## src/rtl/cam_capture_ctrl_pkg.sv

```systemverilog
// cam_capture_ctrl_pkg: capture FSM state encoding and default frame geometry.
package cam_capture_ctrl_pkg;
  localparam int H_ACTIVE_DEF = 640;
  localparam int V_ACTIVE_DEF = 480;
  localparam int ADDR_W_DEF   = 19;
  typedef enum logic [2:0] {IDLE, WAIT_VS_HIGH, WAIT_VS_LOW, CAPTURE, DONE} cap_state_t;
endpackage

```

## src/rtl/cam_pixel_pack.sv

```systemverilog
// cam_pixel_pack: pairs RGB565 bytes (high first) into pixels and flags line ends.
module cam_pixel_pack (
  input  logic        pclk,
  input  logic        reset,
  input  logic        en,
  input  logic        href,
  input  logic [7:0]  data,
  output logic        pix_valid,
  output logic [15:0] pix_data,
  output logic        href_fall
);
  logic       phase, href_d;
  logic [7:0] hi;
  always_ff @(posedge pclk)
    if (reset) begin
      phase  <= 1'b0;
      href_d <= 1'b0;
      hi     <= '0;
    end else begin
      phase  <= en & href & ~phase;
      href_d <= en & href;
      if (en & href & ~phase) hi <= data;
    end
  assign pix_valid = en & href & phase;
  assign pix_data  = {hi, data};
  assign href_fall = en & href_d & ~href;
endmodule

```

## src/rtl/cam_capture_ctrl.sv

```systemverilog
// cam_capture_ctrl: camera frame capture FSM with framebuffer writer and host arbitration.
module cam_capture_ctrl
  import cam_capture_ctrl_pkg::*;
#(
  parameter int H_ACTIVE = H_ACTIVE_DEF,
  parameter int V_ACTIVE = V_ACTIVE_DEF,
  parameter int ADDR_W   = ADDR_W_DEF
) (
  input  logic              pclk,
  input  logic              reset,
  input  logic              cam_vsync,
  input  logic              cam_href,
  input  logic [7:0]        cam_data,
  input  logic              cap_start,
  input  logic              cap_continuous,
  input  logic              host_req,
  input  logic [ADDR_W-1:0] host_addr,
  input  logic [15:0]       host_wdata,
  output logic              host_gnt,
  output logic              fb_wren,
  output logic [ADDR_W-1:0] fb_addr,
  output logic [15:0]       fb_wdata,
  output logic              busy,
  output logic              frame_done,
  output logic [7:0]        frame_count,
  output logic              err_line_long
);
  localparam int XW = $clog2(H_ACTIVE + 1);
  localparam int YW = $clog2(V_ACTIVE + 1);
  localparam logic [XW-1:0]     X_MAX  = XW'(H_ACTIVE);
  localparam logic [YW-1:0]     Y_MAX  = YW'(V_ACTIVE);
  localparam logic [ADDR_W-1:0] H_STEP = ADDR_W'(H_ACTIVE);
  cap_state_t        state, state_n;
  logic [XW-1:0]     x;
  logic [YW-1:0]     y;
  logic [ADDR_W-1:0] addr, line_base;
  logic              capturing, pix_valid, href_fall, cam_wr;
  logic [15:0]       pix_data;
  assign capturing  = state == CAPTURE;
  assign busy       = state != IDLE;
  assign frame_done = state == DONE;
  cam_pixel_pack u_pack (
    .pclk      (pclk),
    .reset     (reset),
    .en        (capturing),
    .href      (cam_href),
    .data      (cam_data),
    .pix_valid (pix_valid),
    .pix_data  (pix_data),
    .href_fall (href_fall)
  );
  assign cam_wr   = pix_valid && x < X_MAX && y < Y_MAX;
  assign host_gnt = host_req & ~pix_valid & ~reset;
  always_comb begin
    state_n = state;
    case (state)
      IDLE:         state_n = cap_start ? WAIT_VS_HIGH : IDLE;
      WAIT_VS_HIGH: state_n = cam_vsync ? WAIT_VS_LOW : WAIT_VS_HIGH;
      WAIT_VS_LOW:  state_n = cam_vsync ? WAIT_VS_LOW : CAPTURE;
      CAPTURE:      state_n = cam_vsync ? DONE : CAPTURE;
      DONE:         state_n = cap_continuous ? WAIT_VS_LOW : IDLE;
      default:      state_n = IDLE;
    endcase
  end
  always_ff @(posedge pclk)
    if (reset) begin
      state         <= IDLE;
      x             <= '0;
      y             <= '0;
      addr          <= '0;
      line_base     <= '0;
      frame_count   <= '0;
      err_line_long <= 1'b0;
      fb_wren       <= 1'b0;
      fb_addr       <= '0;
      fb_wdata      <= '0;
    end else begin
      state   <= state_n;
      fb_wren <= cam_wr | host_gnt;
      if (cam_wr) begin
        fb_addr  <= addr;
        fb_wdata <= pix_data;
      end else if (host_gnt) begin
        fb_addr  <= host_addr;
        fb_wdata <= host_wdata;
      end
      if (state == DONE) frame_count <= frame_count + 8'd1;
      if (state == IDLE && cap_start) err_line_long <= 1'b0;
      else if (pix_valid && !(x < X_MAX)) err_line_long <= 1'b1;
      // Position counters only live inside CAPTURE, so every frame starts at the origin.
      if (!capturing) begin
        x         <= '0;
        y         <= '0;
        addr      <= '0;
        line_base <= '0;
      end else if (href_fall && x != '0) begin
        x         <= '0;
        y         <= (y < Y_MAX) ? y + YW'(1) : y;
        line_base <= line_base + H_STEP;
        addr      <= line_base + H_STEP;
      end else if (pix_valid && x < X_MAX) begin
        x <= x + XW'(1);
        if (cam_wr) addr <= addr + ADDR_W'(1);
      end
    end
endmodule

```

## config.mk

```make
export PLATFORM = sky130hd
export DESIGN_NAME = cam_capture_ctrl
export DESIGN_NICKNAME = d
export VERILOG_FILES = /design/src/rtl/cam_capture_ctrl_pkg.sv /design/src/rtl/cam_pixel_pack.sv /design/src/rtl/cam_capture_ctrl.sv
export SDC_FILE = /design/constraint.sdc
export NUM_CORES = 1
export LEC_CHECK = 0
export CAP_MARGIN = 0
export CORE_ASPECT_RATIO = 1.5
export CORE_UTILIZATION = 40
export CTS_CLUSTER_SIZE = 40
export DETAILED_ROUTE_END_ITERATION = 8
export PLACE_DENSITY_LB_ADDON = 0.3
export SLEW_MARGIN = 25
export SYNTH_ARGS = -nofsm -noshare
export SYNTH_HDL_FRONTEND = slang
export SYNTH_SLANG_ARGS = --single-unit
```

## constraint.sdc

```tcl
create_clock -name pclk -period 2.01 [get_ports pclk]
set_input_delay 0.402 -clock pclk [delete_from_list [all_inputs] [get_ports pclk]]
set_output_delay 0.402 -clock pclk [all_outputs]
set_load 0.05 [all_outputs]
```

# == After elaboration in Yosys (flattened, before gate mapping) ==
# Cells that the tools add are included.
# classes
addsub,5
n_lt_le_gt_ge,2
eq_ne,4
mux,13
bitwise_logic,13
n_reduce_logical,17
# op_table
cell,n
19-bit 2-to-1 mux,5
16-bit 2-to-1 mux,2
"19-bit by 1-bit adder with 19-bit output, second input constant",1
"19-bit by 10-bit adder with 19-bit output, second input constant",1
3-bit one-hot mux with 5 select lines,1
"10-bit by 1-bit adder with 10-bit output, second input constant",1
"10-bit < comparator, second input constant",1
10-bit nonzero test,1
"9-bit by 1-bit adder with 9-bit output, second input constant",1
"9-bit < comparator, second input constant",1
"8-bit by 1-bit adder with 8-bit output, second input constant",1
1-bit bitwise AND,7
"3-bit by 2-bit equality test with 1-bit output, second input constant",2
2-bit nonzero test,3
1-bit logical AND,5
1-bit inverter,5
2-bit 2-to-1 mux,2
2-bit AND reduction,2
2-bit OR reduction,2
"3-bit by 1-bit equality test with 1-bit output, second input constant",1
"3-bit equality test, second input constant",1
3-bit logical NOT,1
3-bit 2-to-1 mux,1
3-bit nonzero test,1
4 further kinds,5
# word_totals
register_bits,115
inputBits,50
out_inout_bits,48

# == Logic depth before layout (Yosys ltp) ==
# Gate-level depths: netlist (run 1).
# logic_depth
ltp_word,8
ltp_mapped,9

# == Cells and area by module ==
# Synthesis (run 1) repeated with hierarchy kept, for this count alone.
# unflattened
cells_unflattened,601
area_unflattened_um2,5022.3
# by_module_without_submodules
mod,n_inst,cells_each,area_each_um2,seq_area_each_um2
cam_capture_ctrl,1,550,4529.3,1961.9
cam_pixel_pack,1,51,493.0,200.2

# == Least setup slack after synthesis (run 1) ==
# No wires, ideal clock.
# synth_path
path_kind,reg2reg
start,register state[0]
end,register frame_count[5]
setup_ps,128
arrival_time_ps,1967
required_ps,1882
slack_ps,-84
stages_incl_launch_ff,7
path_buffers,1
synth_period_minus_slack_ps,2094
cell_sequence,dfxtp_1 > buf_2 > nor3b_2 > and4_1 > nand3_1 > xor2_1 > nor2_1
# synth_via
elab_chain_len,1
# synth_lines
item,line,text
start: declaration,cam_capture_ctrl.sv:33,"cap_state_t state, state_n;"
start signal: assignment,cam_capture_ctrl.sv:78,state <= state_n;
3-bit equality test,--,
net frame_done,cam_capture_ctrl.sv:24,"output logic frame_done,"
end signal: assignment,cam_capture_ctrl.sv:87,if (state == DONE) frame_count <= frame_count + 8'd1;
end: declaration,cam_capture_ctrl.sv:25,"output logic [7:0] frame_count,"
# The timed path passes the listed nets, and every way through them passes these cells.
# A chain may end at the register's enable or synchronous reset.

# == Final worst setup path (run 1) ==
# layout_path
start,register frame_count[4]
end,output port frame_count[4]
# No word-level cell between the ends.

==> insert_results.sql, run 1 <==
INSERT INTO impl_metrics (metric_group, metric, value, unit) VALUES
('worst_hold_path', 'hp-class', 'reg2reg', ''),
('cells_and_area', 'finish.net_count', '734', ''),
('synth', 'synth_largest_area_cell', 'dfxtp_1', ''),
('worst_setup_path', 'reg2reg_from', 'x[0]', ''),
('cts', 'cts_htree_levels', '3', ''),
('floorplan', 'ios', '98', ''),
('worst_setup_path', 'critical-path-top-delay-family', 'buffers and inverters', ''),
('floorplan', 'initial_core_util', '0.415', ''),
('cells_and_area', 'most_common_cell_after_layout_fill_and_taps_aside', 'dfxtp_1', ''),
('route', 'ant_nets', '0', ''),
('synth', 'synth.cell_area', '0.00480', 'mm²'),
('route', 'detail_route.vias_per_cell', '5.26', ''),
('floorplan', 'placement_rows', '48', ''),
('synth', 'synth_top_cell_area_share', '0.450', ''),
('synth', 'ys_async_sr_fraction', '0', ''),
('worst_setup_path', 'crit_type', 'reg2out', ''),
('placement', 'count_of_port_buffers_added_during_placement', '97', ''),
('pwr', 'net-switching-power', '1110', 'µW'),
('pwr', 'power.clock.fraction', '0.410', ''),
('worst_hold_path', 'worstHoldStart', 'fb_wdata[3]', ''),
('worst_setup_path', 'critical_path.max_stage_delay', '0.83', 'ns'),
('global_route', 'overflow', '0', ''),
('timing', 'maxSlewHeadroom', '0.609', ''),
('synth', 'ys_seq_elements', '108', ''),
('pwr', 'pwr_density_cell', '692', 'mW/mm²'),
('synth', 'synth-compound-area-share', '0.135', ''),
('global_route', 'grt_pass1_wl', '19500', 'µm'),
('synth', 'synth.top_cells.by_area', 'dfxtp_1 45%, nor2_1 6.2%, mux2i_1 5.8%, xor2_1 5.7%, a21oi_1 4.4%', ''),
('floorplan', 'die_w', '91.5', 'µm'),
('cells_and_area', 'antenna-diode-count', '0', ''),
('placement', 'dp_worst_setup_slack', '-0.439', 'ns'),
('cts', 'clk-insertion-delay-late', '0.35', 'ns'),
('cells_and_area', 'seqCellArea', '0.00216', 'mm²'),
('floorplan', 'fp.coreArea', '0.0116', 'mm²'),
('timing', 'hold_slack', '0.457', 'ns'),
('synth', 'synth_top_family_by_area', 'simple AND/OR/NAND/NOR gates', ''),
('cells_and_area', 'multi_input_comb_area', '0.00257', 'mm²'),
('synth', 'seq_area_frac_synth', '0.450', ''),
('route', 'via_count', '4381', ''),
('cells_and_area', 'fin_cells', '833', ''),
('cts', 'cts.root.buffer_cell', 'clkbuf_16', ''),
('global_route', 'grt_max_degree', '56', ''),
('cells_and_area', 'synthToLayoutAreaGrowth', '39.3', '%'),
('pwr', 'leakagePower', '0.00234', 'µW'),
('worst_setup_path', 'crit_start', 'frame_count[4]', ''),
('pwr', 'peakVddDrop', '497', 'µV'),
('worst_setup_path', 'crit_arrival', '1.56', 'ns'),
('synth', 'yosys.cell_types.count', '41', ''),
('cells_and_area', 'final_area', '0.00669', 'mm²'),
('job', 'maxCapViolCount', '0', ''),
('timing', 'setup_viol', '0', ''),
('cts', 'clock_pin_slew_on_the_worst_setup_and_hold_paths', '0.07', 'ns'),
('cts', 'tritoncts_clock_tree', 'built', ''),
('route', 'drtIter0Drc', '146', ''),
('synth', 'synthesis.instances', '546', ''),
('pwr', 'power.share.sequential', '0.476', ''),
('global_route', 'grt_pass1_vias', '4217', ''),
('worst_setup_path', 'critical_path_required', '1.61', 'ns'),
('run_status', 'outcome', 'finished, final reports clean', ''),
('floorplan', 'dieArea', '0.0125', 'mm²'),
('synth', 'postSynthAreaPerCell', '8.80', 'µm²'),
('timing', 'final.min_clock_period', '1.96', 'ns'),
('route', 'routed_wl', '12200', 'µm'),
('cells_and_area', 'share_of_cells_above_drive_strength_1', '0.132', ''),
('route', 'drc', '0', ''),
('cts', 'tritoncts_num_sinks', '108', ''),
('timing', 'worst_slew_pin_slew', '0.586', 'ns'),
('cells_and_area', 'final_cell_mix', '106 x dfxtp_1, 89 x clkdlybuf4s50_1, 78 x nor2_1', ''),
('pwr', 'combinationalPowerShare', '0.114', ''),
('worst_setup_path', 'cp_num_buf_inv', '1', ''),
('worst_setup_path', 'crit_path_cell_chain', 'clkdlybuf4s50_1', '');
per-stage QoR:
stage | utilization | power, µW | setup TNS [ns]
2_1_floorplan | - | 2520 | 0
3_3_place_gp | 0.544 | 2770 | -10.60
3_5_place_dp | 0.544 | 2780 | -13.53
4_1_cts | 0.573 | 4670 | 0
5_1_grt | 0.578 | 4780 | -0.0879
6_report | 0.578 | 4630 | 0
final cells by class:
| cell class | instances | share of cell area |
|---|---|---|
| inverter | 3 | 0.00168 |
| clock buffer | 9 | 0.0336 |
| timing repair buffer | 149 | 0.213 |
| sequential | 108 | 0.323 |
| tap | 150 | 0.0280 |
| clock inverter | 7 | 0.0151 |
| multi-input combinational | 407 | 0.385 |
logic make-up after synthesis:
logic type / count (synthesis)
DFF: 108
and+or+nand+nor: 214
muxes: 28
adders and majority gates: 6
xor gates and xnor gates: 54
AOI/OAI and AO/OA: 105
buffers and inverters: 31
per-layer routing:
metal,share of wire,track usage
met1,0.40,0.213
met2,0.54,0.364
met3,0.041,0.0330
met4,0.026,0.0917
met5,0,0
power by group through the flow:
stage | Combinational, µW | Sequential [µW] | Clock (µW)
2_1_floorplan | 157 | 2370 | 0
3_3_place_gp | 517 | 2250 | 0
3_5_place_dp | 524 | 2250 | 0
4_1_cts | 529 | 2200 | 1930
5_1_grt | 559 | 2210 | 2010
6_report | 529 | 2200 | 1900
path summary, 6_finish.rpt:
kind	end	slack [ns]	cells past startpoint
worst max-delay path	frame_count[4]	0.05	1
worst min-delay path	fb_wdata[3]	0.46	2
worst max register to register	line_base[11]	0.06	8
worst min register to register	fb_wdata[3]	0.46	2
what timing repair did:
action | 4_1_cts | 5_1_grt
cloned | 0 | 1
endpoints found under the setup margin | 9 | 43
buffers inserted | 2 | 0
pin swaps | 0 | 2
hold endpoints to repair | 0 | 0
resized for setup | 5 | 12
state kept, by name, summed over array words and instances, names as in the netlist:
signal	cells
fb_wren	1
fb_addr	19
addr	19
frame_count	8
u_pack.hi	8
u_pack.phase	1
y	9
err_line_long	1
fb_wdata	16
line_base	12
x	10
state	3
u_pack.href_d	1
synthesized netlist by cell type, types with 4 or more instances:
cell / number
dfxtp_1: 108
nor2_1: 79
nand2_1: 48
a21oi_1: 42
xor2_1: 31
mux2i_1: 28
xnor2_1: 23
a211oi_1: 19
o21ai_0: 18
a22oi_1: 17
clkbuf_1: 17
nand3_1: 17
nand4_1: 16
nor3_1: 10
buf_2: 9
nor4_1: 9
ha_1: 6
nand2b_1: 6
or3_1: 6
and3_1: 5
and4_1: 4
Note: power is estimated with default switching activity, not from simulation.
==> run 2: changes to the inputs <==
- CORE_UTILIZATION: 40 -> 46
- REMOVE_ABC_BUFFERS: default -> 1
==> run 2 against run 1 <==
Worst setup slack lost 0.0038 ns. Clock power grew 2%. Global-route usage grew 2.7 points. Clock skew grew 0.00073 ns. Design area is essentially flat. Sequential share of layout area is essentially flat. Largest power group unchanged.
==> insert_results.sql, run 2 (synthesis results as in run 1) <==
INSERT INTO impl_metrics (metric_group, metric, value, unit) VALUES
('run_status', 'outcome', 'finished, final reports clean', ''),
('floorplan', 'dieArea', '0.0109', 'mm²'),
('global_route', 'overflow', '0', ''),
('pwr', 'leakagePower', '0.00242', 'µW'),
('cts', 'tritoncts_num_sinks', '108', ''),
('global_route', 'grt_max_degree', '45', ''),
('floorplan', 'initial_core_util', '0.474', ''),
('floorplan', 'ios', '98', ''),
('cts', 'clock_tree.buffer_depth', '2', ''),
('global_route', 'antenna_found_initial', '0', ''),
('cts', 'cts.root.buffer_cell', 'clkbuf_16', ''),
('worst_setup_path', 'crit_type', 'reg2reg', ''),
('worst_setup_path', 'critical_path.max_stage_delay', '0.64', 'ns'),
('placement', 'gpl.final_weighted_congestion', '0.849', ''),
('global_route', 'grt_pass1_wl', '19400', 'µm'),
('floorplan', 'die_w', '85.4', 'µm'),
('timing', 'skew', '0.00820', 'ns'),
('route', 'wl_per_cell', '15.1', 'µm'),
('cells_and_area', 'finish.net_count', '738', ''),
('worst_setup_path', 'cp_num_buf_inv', '0', ''),
('cts', 'clock_pin_slew_on_the_worst_setup_and_hold_paths', '0.07', 'ns'),
('pwr', 'pwr_density_cell', '694', 'mW/mm²'),
('cts', 'cts_hold_bufs', '0', ''),
('cells_and_area', 'layout.filler_cells', '788', ''),
('cts', 'tritoncts_clock_tree', 'built', ''),
('cells_and_area', 'fin_cells', '804', ''),
('cells_and_area', 'share_of_cells_above_drive_strength_1', '0.138', ''),
('worst_setup_path', 'critical_path_required', '2.24', 'ns'),
('cts', 'tritoncts.num_buffers', '9', ''),
('placement', 'post-place-cells', '784', ''),
('worst_setup_path', 'critical_path.slowest_cell', 'or4_4', ''),
('route', 'routed_wl', '12200', 'µm'),
('cells_and_area', 'final_cell_mix', '105 x dfxtp_1, 90 x clkdlybuf4s50_1, 79 x nor2_1', ''),
('worst_hold_path', 'hp-class', 'reg2reg', ''),
('worst_setup_path', 'crit_fanout', '4', ''),
('floorplan', 'fp.coreArea', '0.0101', 'mm²'),
('timing', 'fmax', '0.508', 'GHz'),
('route', 'drtIter0Drc', '159', ''),
('timing', 'maxSlewHeadroom', '0.634', ''),
('worst_setup_path', 'crit_path_cell_chain', 'nand4_1, or4_4, nor4_4, xnor2_1, a21oi_1', ''),
('cells_and_area', 'most_common_cell_after_layout_fill_and_taps_aside', 'dfxtp_1', ''),
('floorplan', 'placement_rows', '45', ''),
('timing', 'final.min_clock_period', '1.97', 'ns'),
('route', 'drc', '0', ''),
('pwr', 'totalPowerFinal', '4650', 'µW'),
('job', 'maxCapViolCount', '0', ''),
('timing', 'setup_viol', '0', ''),
('route', 'ant_nets', '0', ''),
('cts', 'cts_htree_levels', '3', ''),
('cells_and_area', 'antenna-diode-count', '0', ''),
('timing', 'layout_worst_path_cycle_share', '0.979', ''),
('worst_setup_path', 'setup.worst_path.end_class', 'flop', ''),
('global_route', 'grt_util_all_layers', '0.223', ''),
('timing', 'worst_slew_pin_slew', '0.549', 'ns'),
('route', 'via_count', '4431', ''),
('cts', 'clk-insertion-delay-late', '0.35', 'ns'),
('timing', 'slew_viol_final', '0', ''),
('cells_and_area', 'synthToLayoutAreaGrowth', '39.5', '%'),
('route', 'drt_pass1_iterations', '5', ''),
('cells_and_area', 'reg.largest.list', 'addr x19, fb_addr x19, fb_wdata x16', ''),
('worst_setup_path', 'critical-path-top-delay-family', 'simple AND/OR/NAND/NOR gates', ''),
('placement', 'detailed_place_hpwl', '8750', 'µm'),
('cells_and_area', 'seqCellArea', '0.00217', 'mm²'),
('placement', 'count_of_port_buffers_added_during_placement', '97', ''),
('global_route', 'grt_pass1_vias', '4252', ''),
('pwr', 'peakVddDrop', '463', 'µV'),
('worst_setup_path', 'crit_arrival', '2.20', 'ns'),
('worst_setup_path', 'critical_path_start_type', 'flop', ''),
('route', 'detail_route.vias_per_cell', '5.51', ''),
('floorplan', 'floorplan.die.height', '127', 'µm'),
('timing', 'hold_viol', '0', ''),
('cells_and_area', 'multi_input_comb_area', '0.00260', 'mm²');
## run 2: final timing paths
| check | cells past startpoint | startpoint | slack [ns] | endpoint |
|---|---|---|---|---|
| setup reg to reg | 5 | addr[5] | 0.04 | addr[17] |
| hold / removal | 2 | fb_addr[2] | 0.45 | fb_addr[2] |
| hold reg to reg | 2 | fb_addr[2] | 0.45 | fb_addr[2] |
| setup / recovery | 5 | addr[5] | 0.04 | addr[17] |
## run 2: power by group
| group | internal, µW | leakage, µW | switching, µW |
|---|---|---|---|
| Combinational | 231 | 0.00138 | 272 |
| Sequential | 2180 | 0.000876 | 26.9 |
| Clock | 1190 | 0.000162 | 743 |
## run 2: cell type report
| class | count | area share |
|---|---|---|
| tap | 117 | 0.0218 |
| multi-input combinational | 407 | 0.388 |
| clock buffer | 13 | 0.0403 |
| sequential | 108 | 0.323 |
| clock inverter | 3 | 0.0101 |
| inverter | 3 | 0.00168 |
| timing repair buffer | 153 | 0.215 |
## run 2: layer usage
metal / vias up / track usage / part of all wire
met5: - / 0 / 0
met4: 0 / 0.103 / 0.024
met3: 24 / 0.0394 / 0.041
met2: 101 / 0.414 / 0.53
met1: 2100 / 0.242 / 0.41
li1: 2206 / - / -
## run 2: what timing repair did
item	4_1_cts	5_1_grt
pin swaps	2	4
gates resized for setup	2	21
buffers inserted	2	2
cloned	0	1
setup endpoints to repair	7	56
## run 2: worst reg2reg max path, cell delays in order, from the launching register on
cell	delay, ns
dfxtp_1	0.39
nand4_1	0.20
or4_4	0.64
nor4_4	0.34
xnor2_1	0.19
a21oi_1	0.10
## run 2: through the flow
stage	TNS, ns	instance area [µm²]	util	hold slack (ns)	worst slack (ns)
6_report	0	6700	0.661	0.454	0.0421
4_1_cts	-0.0236	6620	0.653	0.455	-0.0236
2_1_floorplan	-87.24	4690	-	0.439	-2.57
3_5_place_dp	-9.26	6250	0.617	0.446	-0.344
3_3_place_gp	-6.80	6250	0.617	0.442	-0.259
5_1_grt	-0.0989	6700	0.661	0.475	-0.0431
==> run 3: changes to the inputs <==
- ABC_AREA: default -> 1
- CAP_MARGIN: 0 -> 20
- CORE_UTILIZATION: 46 -> 36
==> run 3 against run 2 <==
Worst hold slack improved by 0.025 ns. Critical path type is now reg2out. First-iteration DRC count fell by 8.8%. Die area rose by 44%.
==> insert_results.sql, run 3 <==
INSERT INTO impl_metrics (metric_group, metric, value, unit) VALUES
('worst_hold_path', 'hp-class', 'reg2reg', ''),
('cells_and_area', 'synthToLayoutAreaGrowth', '32.4', '%'),
('synth', 'yosys_most_used_dff', 'dfxtp_1', ''),
('route', 'drt_pass1_iterations', '6', ''),
('synth', 'synth.cell_area', '0.00544', 'mm²'),
('synth', 'synth_largest_area_cell', 'dfxtp_1', ''),
('worst_setup_path', 'critical_path_start_type', 'flop', ''),
('pwr', 'pwr_density_cell', '637', 'mW/mm²'),
('cts', 'tritoncts_num_sinks', '108', ''),
('worst_setup_path', 'worst_r2r_path_depth', '9', ''),
('cts', 'tritoncts_clock_tree', 'built', ''),
('worst_setup_path', 'critical_path_required', '1.61', 'ns'),
('synth', 'synth-warning-count', '0', ''),
('cts', 'clock_tree.buffer_depth', '2', ''),
('timing', 'hold_viol', '0', ''),
('run_status', 'outcome', 'finished, final reports clean', ''),
('worst_hold_path', 'worstHoldPathCells', '2', ''),
('route', 'routed_wl', '14400', 'µm'),
('timing', 'layout_worst_path_cycle_share', '0.965', ''),
('timing', 'slew_viol_final', '0', ''),
('synth', 'yosys.area_share.xor_xnor', '0.0193', ''),
('worst_setup_path', 'crit_type', 'reg2out', ''),
('synth', 'synth_fa_ha_area_frac', '0.0138', ''),
('synth', 'synth-compound-area-share', '0.110', ''),
('pwr', 'peakVddDrop', '334', 'µV'),
('synth', 'synth_top_cell_area_share', '0.397', ''),
('global_route', 'grt_util_all_layers', '0.192', ''),
('timing', 'final.min_clock_period', '1.94', 'ns'),
('worst_setup_path', 'critical-path-top-delay-family', 'buffers and inverters', ''),
('global_route', 'grt_max_degree', '27', ''),
('route', 'wl_per_cell', '12.2', 'µm'),
('worst_setup_path', 'crit_path_cell_chain', 'clkdlybuf4s50_1', ''),
('timing', 'fin_setup_tns', '0', 'ns'),
('global_route', 'antenna_found_initial', '0', ''),
('floorplan', 'ios', '98', ''),
('placement', 'placedInstanceArea', '0.00690', 'mm²'),
('floorplan', 'initial_core_util', '0.371', ''),
('placement', 'gpl.final_weighted_congestion', '0.858', ''),
('timing', 'maxSlewHeadroom', '0.640', ''),
('worst_setup_path', 'cp_num_buf_inv', '1', ''),
('cells_and_area', 'final_area', '0.00721', 'mm²'),
('placement', 'count_of_port_buffers_added_during_placement', '97', ''),
('cts', 'clock_pin_slew_on_the_worst_setup_and_hold_paths', '0.08', 'ns'),
('timing', 'unrepaired_setup_endpoints_after_global_routing', 'false', ''),
('cts', 'cts_hold_bufs', '0', ''),
('cells_and_area', 'fin_cells', '1177', ''),
('timing', 'worst_slew_pin_slew', '0.539', 'ns'),
('placement', 'detailed_place_hpwl', '10900', 'µm'),
('cells_and_area', 'most_common_cell_after_layout_fill_and_taps_aside', 'nand2_1', ''),
('route', 'detail_route.vias_per_cell', '4.61', ''),
('cts', 'cts_htree_levels', '3', ''),
('worst_setup_path', 'crit_fanout', '2', ''),
('placement', 'post-place-cells', '1161', ''),
('synth', 'synth_edf_count', '0', ''),
('global_route', 'grt_pass1_wl', '23800', 'µm'),
('worst_setup_path', 'cp.depth', '1', ''),
('synth', 'seq_area_frac_synth', '0.397', ''),
('cts', 'tritoncts.num_buffers', '9', ''),
('synth', 'synth_top_family_by_area', 'simple AND/OR/NAND/NOR gates', ''),
('timing', 'hold_slack', '0.478', 'ns'),
('global_route', 'grt_pass1_vias', '5202', ''),
('cells_and_area', 'antenna-diode-count', '0', ''),
('cells_and_area', 'share_of_cells_above_drive_strength_1', '0.0795', ''),
('cts', 'clk-insertion-delay-late', '0.36', 'ns'),
('cts', 'cts.root.buffer_cell', 'clkbuf_16', ''),
('cells_and_area', 'finish.net_count', '1032', ''),
('worst_setup_path', 'crit_arrival', '1.54', 'ns'),
('synth', 'yosys.cell_types.count', '32', ''),
('synth', 'synth_mux_area_frac', '0', ''),
('cells_and_area', 'reg.largest.list', 'addr x19, fb_addr x19, fb_wdata x16', ''),
('timing', 'setup_viol', '0', ''),
('synth', 'ys_seq_elements', '108', ''),
('global_route', 'overflow', '0', ''),
('synth', 'synth.top_cells.by_area', 'dfxtp_1 40%, nand2_1 17%, nor2_1 12%, inv_1 5.9%, a21oi_1 3.8%', ''),
('worst_setup_path', 'critical_path.max_stage_delay', '0.83', 'ns'),
('cells_and_area', 'final_cell_mix', '248 x nand2_1, 178 x nor2_1, 107 x dfxtp_1', ''),
('pwr', 'totalPowerFinal', '4590', 'µW'),
('synth', 'yosys-top-cells-count', '248 x nand2_1, 178 x nor2_1, 108 x dfxtp_1', ''),
('synth', 'postSynthAreaPerCell', '6.34', 'µm²'),
('route', 'drtIter0Drc', '145', ''),
('route', 'ant_nets', '0', ''),
('route', 'drc', '0', ''),
('worst_setup_path', 'critical_path.slowest_cell', 'clkdlybuf4s50_1', ''),
('floorplan', 'floorplan.die.height', '153', 'µm'),
('synth', 'yosysMostFrequentCell', 'nand2_1', ''),
('route', 'via_count', '5430', ''),
('synth', 'fraction_of_the_mapped_netlist_area_in_simple_logic_gates', '0.368', ''),
('floorplan', 'die_w', '102', 'µm'),
('floorplan', 'placement_rows', '54', ''),
('floorplan', 'dieArea', '0.0156', 'mm²'),
('floorplan', 'fp.coreArea', '0.0147', 'mm²'),
('synth', 'ys_async_sr_fraction', '0', ''),
('synth', 'synthesis.instances', '859', ''),
('pwr', 'leakagePower', '0.00299', 'µW'),
('worst_setup_path', 'setup.worst_path.end_class', 'output port', ''),
('timing', 'skew', '0.00916', 'ns'),
('timing', 'fmax', '0.516', 'GHz'),
('job', 'maxCapViolCount', '0', '');
## run 3: through the flow
step           worst slack (ns)   util
2_1_floorplan           -0.0100      -
3_3_place_gp             0.0728  0.471
3_5_place_dp             0.0412  0.471
4_1_cts                 0.00466  0.491
5_1_grt                  0.0299  0.492
6_report                 0.0702  0.492
## run 3: report_power, final
group | leakage (µW) | internal [µW] | switching, µW
clock network | 0.000148 | 926 | 862
logic | 0.00197 | 248 | 334
registers | 0.000876 | 2190 | 28.7
## run 3: area by class of cell
cell class | instances | area, µm²
clock buffer | 11 | 253
clock inverter | 5 | 42.5
fill | 1509 | 7450
inverter | 94 | 353
multi-input combinational | 630 | 2790
sequential | 108 | 2160
tap | 196 | 245
timing repair buffer | 133 | 1370
## run 3: path summary, 6_finish.rpt
kind	slack (ns)	to	from
worst max-delay path	0.07	fb_addr[7]	fb_addr[7]
worst min-delay path	0.48	frame_count[7]	frame_count[7]
worst max register to register	0.39	x[7]	x[0]
worst min register to register	0.48	frame_count[7]	frame_count[7]
## run 3: kinds of logic (layout without fill, tap and decap cells)
| family | count (synthesis) | after routing |
|---|---|---|
| simple gates | 496 | 496 |
| buf+inv | 121 | 243 |
| compound gates | 116 | 116 |
| flops | 108 | 108 |
| xor+xnor | 12 | 12 |
| fa+ha+maj | 6 | 6 |
## run 3: worst register-to-register path: cells and delay by family, from the launching register on
family | cells | cell delay, ns
buffers and inverters | 2 | 0.29
DFF | 1 | 0.33
AOI/OAI and AO/OA | 2 | 0.23
adders and majority gates | 1 | 0.15
and+or+nand+nor | 4 | 0.55
## run 3: repair_timing
action	4_1_cts	5_1_grt
pin swaps	0	0
resized for setup	2	6
setup buffers	0	0
cloned	0	0
endpoints found under the setup margin	2	6
hold endpoints to repair	0	0
## run 3: layer usage
layer | routed length [µm] | GRT usage
met1 | 6150 | 0.218
met2 | 7250 | 0.344
met3 | 522 | 0.0225
met4 | 448 | 0.0986
met5 | 0 | 0
